===== src/rtl/operand_loader_if.sv =====
// Operand stream in, parallel A-D frame out.
// slave is the loader's view; master is the environment's view.
interface operand_loader_if #(
    parameter int WIDTH = 4,
    parameter int CNT_W = 8
) ();
    logic [WIDTH-1:0] in_data;
    logic             in_valid;
    logic             in_ready;
    logic             abort;
    logic [WIDTH-1:0] A;
    logic [WIDTH-1:0] B;
    logic [WIDTH-1:0] C;
    logic [WIDTH-1:0] D;
    logic             out_valid;
    logic             out_ready;
    logic [1:0]       load_idx;
    logic [CNT_W-1:0] frame_cnt;

    modport slave (
        input  in_data, in_valid, abort, out_ready,
        output in_ready, A, B, C, D, out_valid, load_idx, frame_cnt
    );

    modport master (
        output in_data, in_valid, abort, out_ready,
        input  in_ready, A, B, C, D, out_valid, load_idx, frame_cnt
    );
endinterface


===== src/rtl/operand_loader.sv =====
// Collects four nibbles A,B,C,D serially and holds them as one
// parallel frame until the downstream operator stage accepts it.
module operand_loader #(
    parameter int WIDTH = 4,
    parameter int CNT_W = 8
) (
    input  logic               clk,
    input  logic               rst,
    operand_loader_if.slave    bus
);
    typedef enum logic {
        LOAD = 1'b0,
        HOLD = 1'b1
    } state_t;

    state_t           r_state;
    state_t           w_state_nxt;
    logic [1:0]       r_idx;
    logic [WIDTH-1:0] r_ops [4];
    logic [CNT_W-1:0] r_cnt;
    logic             w_take;
    logic             w_accept;

    // abort outranks both handshakes in either state
    always_comb begin
        w_state_nxt = r_state;
        w_take      = 1'b0;
        w_accept    = 1'b0;
        unique case (r_state)
            LOAD: begin
                w_take = bus.in_valid && !bus.abort;
                if (w_take && r_idx == 2'd3)
                    w_state_nxt = HOLD;
            end
            HOLD: begin
                w_accept = bus.out_ready && !bus.abort;
                if (bus.abort || bus.out_ready)
                    w_state_nxt = LOAD;
            end
        endcase
    end

    always_ff @(posedge clk) begin
        if (rst)
            r_state <= LOAD;
        else
            r_state <= w_state_nxt;
    end

    always_ff @(posedge clk) begin
        if (rst) begin
            r_idx <= 2'd0;
            r_cnt <= '0;
            for (int i = 0; i < 4; i++)
                r_ops[i] <= '0;
        end else begin
            if (bus.abort && r_state == LOAD) begin
                r_idx <= 2'd0;
            end else if (w_take) begin
                r_ops[r_idx] <= bus.in_data;
                r_idx        <= r_idx + 2'd1;
            end
            if (w_accept)
                r_cnt <= r_cnt + CNT_W'(1);
        end
    end

    assign bus.in_ready  = (r_state == LOAD);
    assign bus.out_valid = (r_state == HOLD);
    assign bus.load_idx  = r_idx;
    assign bus.frame_cnt = r_cnt;
    assign bus.A         = r_ops[0];
    assign bus.B         = r_ops[1];
    assign bus.C         = r_ops[2];
    assign bus.D         = r_ops[3];
endmodule


===== src/flat_wrapper.sv =====
// flat-port wrapper written by rule: the top's interface ports become plain ports
module operand_loader_flat 
#(
    parameter int WIDTH = 4,
    parameter int CNT_W = 8
)
  (clk, rst, bus_in_data, bus_in_valid, bus_abort, bus_out_ready, bus_in_ready, bus_A, bus_B, bus_C, bus_D, bus_out_valid, bus_load_idx, bus_frame_cnt);
  operand_loader_if #(.WIDTH(WIDTH), .CNT_W(CNT_W)) bus_i ();
  input  logic clk;
  input  logic rst;
  input wire logic [$bits(bus_i.in_data)-1:0] bus_in_data;
  input wire logic [$bits(bus_i.in_valid)-1:0] bus_in_valid;
  input wire logic [$bits(bus_i.abort)-1:0] bus_abort;
  input wire logic [$bits(bus_i.out_ready)-1:0] bus_out_ready;
  output wire logic [$bits(bus_i.in_ready)-1:0] bus_in_ready;
  output wire logic [$bits(bus_i.A)-1:0] bus_A;
  output wire logic [$bits(bus_i.B)-1:0] bus_B;
  output wire logic [$bits(bus_i.C)-1:0] bus_C;
  output wire logic [$bits(bus_i.D)-1:0] bus_D;
  output wire logic [$bits(bus_i.out_valid)-1:0] bus_out_valid;
  output wire logic [$bits(bus_i.load_idx)-1:0] bus_load_idx;
  output wire logic [$bits(bus_i.frame_cnt)-1:0] bus_frame_cnt;
  assign bus_i.in_data = bus_in_data;
  assign bus_i.in_valid = bus_in_valid;
  assign bus_i.abort = bus_abort;
  assign bus_i.out_ready = bus_out_ready;
  assign bus_in_ready = bus_i.in_ready;
  assign bus_A = bus_i.A;
  assign bus_B = bus_i.B;
  assign bus_C = bus_i.C;
  assign bus_D = bus_i.D;
  assign bus_out_valid = bus_i.out_valid;
  assign bus_load_idx = bus_i.load_idx;
  assign bus_frame_cnt = bus_i.frame_cnt;
  operand_loader #(.WIDTH(WIDTH), .CNT_W(CNT_W)) u_core (.clk(clk), .rst(rst), .bus(bus_i));
endmodule

===== config.mk =====
export PLATFORM = sky130hd
export DESIGN_NAME = operand_loader_flat
export DESIGN_NICKNAME = d
export VERILOG_FILES = /design/src/rtl/operand_loader_if.sv /design/src/rtl/operand_loader.sv /design/src/flat_wrapper.sv
export SDC_FILE = /design/constraint.sdc
export NUM_CORES = 1
export LEC_CHECK = 0
export BUFFER_PORTS_ARGS = -buffer_cell sky130_fd_sc_hd__buf_2
export CORE_MARGIN = 2
export CORE_UTILIZATION = 30
export DETAILED_ROUTE_END_ITERATION = 8
export HOLD_SLACK_MARGIN = 0.05
export MAX_ROUTING_LAYER = met4
export PLACE_DENSITY = 0.57
export SYNTH_ARGS = -nofsm -noshare
export SYNTH_HDL_FRONTEND = slang
export SYNTH_SLANG_ARGS = --single-unit

===== constraint.sdc =====
create_clock -name clk -period 1.65 [get_ports clk]
set_input_delay 0.495 -clock clk [delete_from_list [all_inputs] [get_ports clk]]
set_output_delay 0.495 -clock clk [all_outputs]
set_load 0.01 [all_outputs]

==> summary.txt <==
Setup path
  – Critical path's top delay family: flip-flops
  – Reg2Reg Depth: 3
  – CP bufs+invs: 1
  – Reg2reg setup slack: 160 ps
  – Critical path launch point type: flop
  – Worst Path Arrival: 1040 ps
  – WP depth: 1
  – R2R Path Start: u_core.bus.out_valid$_SDFF_PP0_
  – Req. time, crit path: 1150 ps
  – Critical path, cell by cell: buf_2
  – Crit. End Element: output port
  – Reg2reg end: u_core.r_ops[1][1]$_SDFFCE_PN0P_
  – Crit-path max FO: 8
  – CP max-delay cell: dfxtp_1
  – Slowest cell delay on critical path: 570 ps
  – Setup CP Type: flop to output port

Timing
  – Final Cycle Share: 0.9308
  – Slew HR: 0.7390
  – Worst hold slack: 484.3 ps
  – Clk_skew: 5.328 ps
  – Period minus WS final: 1536 ps
  – Slew Limit Fails: 0
  – Worst-Margin Slew: 391.0 ps
  – Fmax: 651.2 MHz
  – Hold Fails Final Rpt: 0
  – Final setup vio count: 0
  – RSZ-0062 raised after global routing: no

Placement
  – Final Wtd Congestion: 0.7509
  – HPWL Detailed: 1.782 mm
  – IO Port Bufs: 36
  – Area post-placement: 0.001470 mm2

Power
  – Logic pwr share: 0.081
  – VDD IR max: 0.2781 mV
  – Cell Pwr Density: 793.3 mW/mm2
  – Clock network fraction of design power: 0.301
  – Sw Share: 0.2134
  – Leakage: 0.6344 nW
  – Switching power total: 0.0002567 W
  – Seq pwr share: 0.617
  – Pint: 0.0009463 W

Flow run
  – Max cap viols: 0

Global route
  – Total GRT Usage: 0.1153
  – Initial antenna violation count: 0
  – Vias in the first global route: 854
  – Largest net degree at the start of global routing: 17
  – Congestion Overflow GR: 0
  – First-pass GRT wire length: 3.719 mm

Hold path
  – Worst Hold Path EP: u_core.bus.frame_cnt[7]$_SDFFE_PP0P_
  – Min-Delay Path Depth: 2
  – Hold Path Class: flop to flop
  – Min-delay src: u_core.bus.frame_cnt[7]$_SDFFE_PP0P_

Drt
  – Per-cell routed wire length: 12.03 um
  – DRT Pass-1 Iters: 4
  – Drt total wl: 2.298 mm
  – Via/cell ratio: 4.717
  – Initial DRC Count: 38
  – Drt drc: 0
  – Via count: 901
  – Antenna violation net count after detailed routing: 0

Status
  – Outcome: finished, final reports clean

Yosys
  – Top cell type's share of synthesized area: 0.4183
  – Register area share after synthesis: 0.6100
  – Synth warn: 0
  – Netlist cell types: 30
  – Syn avg cell area: 12.09 um2
  – Post-Synthesis Cell Area: 0.001149 mm2
  – Post-Synthesis Cells: 95
  – Cell taking the most area after synthesis: edfxtp_1
  – Flops & latches, synth: 27
  – Post-Syn Nets: 106
  – Top post-synthesis cells by area: edfxtp_1 (42%), dfxtp_1 (19%), and2_1 (8.7%)

Die
  – Core area: 0.003661 mm2
  – Initial Utilization: 0.3137
  – I/O pin count: 37
  – Chip width: 65.88 um
  – Total die area: 0.004340 mm2
  – Die height: 65.88 um
  – Row count: 22

Clocking
  – Clock Tree Buf Depth: 2
  – CTS tree: built
  – Clk slew on worst S/H paths: 90 ps
  – Number of CTS-inserted buffers: 3
  – CTS Hold Bufs: 0
  – H-tree depth: 1
  – Clock sinks: 27
  – Post-CTS Repair Setup Buffers: 0
  – CTS root buffer: clkbuf_8
  – Cts repair resizes: 0
  – Clock latency on the worst-skew pair: 260 ps

Layout
  – Commonest non-fill, non-tap cell in the layout: buf_2
  – Area Growth Syn to Fin: 32.03%
  – Area of the multi-input gates: 454.2 um2
  – Most frequent cells in the layout: buf_2 (36), and2_1 (16), edfxtp_1 (16), dfxtp_1 (11), buf_4 (9)
  – Antenna diodes: 0
  – FF/Latch Area: 700.7 um2
  – Fillcell total: 367
  – Share of cells above drive strength 1: 0.4056
  – Post-layout instance area: 0.001516 mm2
  – # nets final: 155
logic make-up (layout without fill, tap and decap cells):
group,count (synthesis),after routing,share of synthesized area
buffers and inverters,3,51,0.009803
adders and majority gates,2,2,0.02178
and+or+nand+nor,44,44,0.2483
DFF,27,27,0.6100
xor gates and xnor gates,2,2,0.01525
muxes,1,1,0.008715
AOI/OAI and AO/OA,16,16,0.08606
through the flow:
step | total power (W) | setup TNS [ps] | cells | setup slack [ps] | utilization
final | 0.001203 | 0 | 191 | 114.3 | 0.4142
after global routing | 0.001262 | 0 | 191 | 37.84 | 0.4142
after CTS | 0.001221 | 0 | 191 | 89.89 | 0.4142
after detailed placement | 0.0008579 | -1999 | 187 | -128.4 | 0.4016
after global placement | 0.0008549 | -1663 | 187 | -117.3 | 0.4016
after floorplan | 0.0008043 | -81.25 | 95 | -10.16 | -
synth_stat cells, drive strengths merged:
cell / instances
or3: 3
nand3b: 1
or4: 2
xor2: 2
a31oi: 1
or4b: 1
nand4: 2
o31ai: 2
a21oi: 6
nor2b: 2
and2: 16
mux2i: 1
nor2: 4
nand2: 4
edfxtp: 16
nand3: 1
ha: 2
inv: 2
nor3b: 2
o21bai: 1
or2: 2
o21ai: 3
dfxtp: 11
clkbuf: 1
a31o: 2
nand4b: 1
a22oi: 1
nor3: 3
registers in the layout (all words and copies together) (netlist names):
| name | cells |
|---|---|
| u_core.bus.out_valid | 1 |
| u_core.r_ops | 16 |
| u_core.bus.load_idx | 2 |
| u_core.bus.frame_cnt | 8 |
worst max path at each step:
stage / from / endpoint / slack [ps]
6_report: u_core.bus.load_idx[1]$_SDFFE_PP0P_ / bus_load_idx[1] / 110
5_1_grt: u_core.bus.load_idx[1]$_SDFFE_PP0P_ / bus_load_idx[1] / 40
4_1_cts: u_core.bus.load_idx[1]$_SDFFE_PP0P_ / bus_load_idx[1] / 90
3_5_place_dp: bus_abort / u_core.r_ops[1][1]$_SDFFCE_PN0P_ / -130
3_3_place_gp: bus_abort / u_core.r_ops[0][0]$_SDFFCE_PN0P_ / -120
2_1_floorplan: bus_abort / u_core.r_ops[0][0]$_SDFFCE_PN0P_ / -10
layer usage:
layer	global-route usage	part of all wire
met4	0.04688	0.0061
met3	0.02044	0.061
met1	0.1328	0.45
met5	-	0
met2	0.1982	0.49
area by class of cell:
| class | instances | area share |
|---|---|---|
| clock buffers | 3 | 0.02723 |
| inverters | 2 | 0.004951 |
| flip-flops and latches | 27 | 0.4620 |
| clock inverters | 1 | 0.003300 |
| repair buffers | 45 | 0.1634 |
| multi-input cells | 65 | 0.2995 |
| well taps | 48 | 0.03960 |
power groups by stage:
stage               Clock (W)  Combinational, W  Sequential (W)
finish               0.000363         0.0000977        0.000743
global placement            0         0.0000974        0.000758
global route         0.000410          0.000107        0.000745
floorplan                   0         0.0000332        0.000771
detailed placement          0         0.0000987        0.000759
CTS                  0.000378         0.0000991        0.000744
No activity file was read; power rests on OpenSTA's default activity.
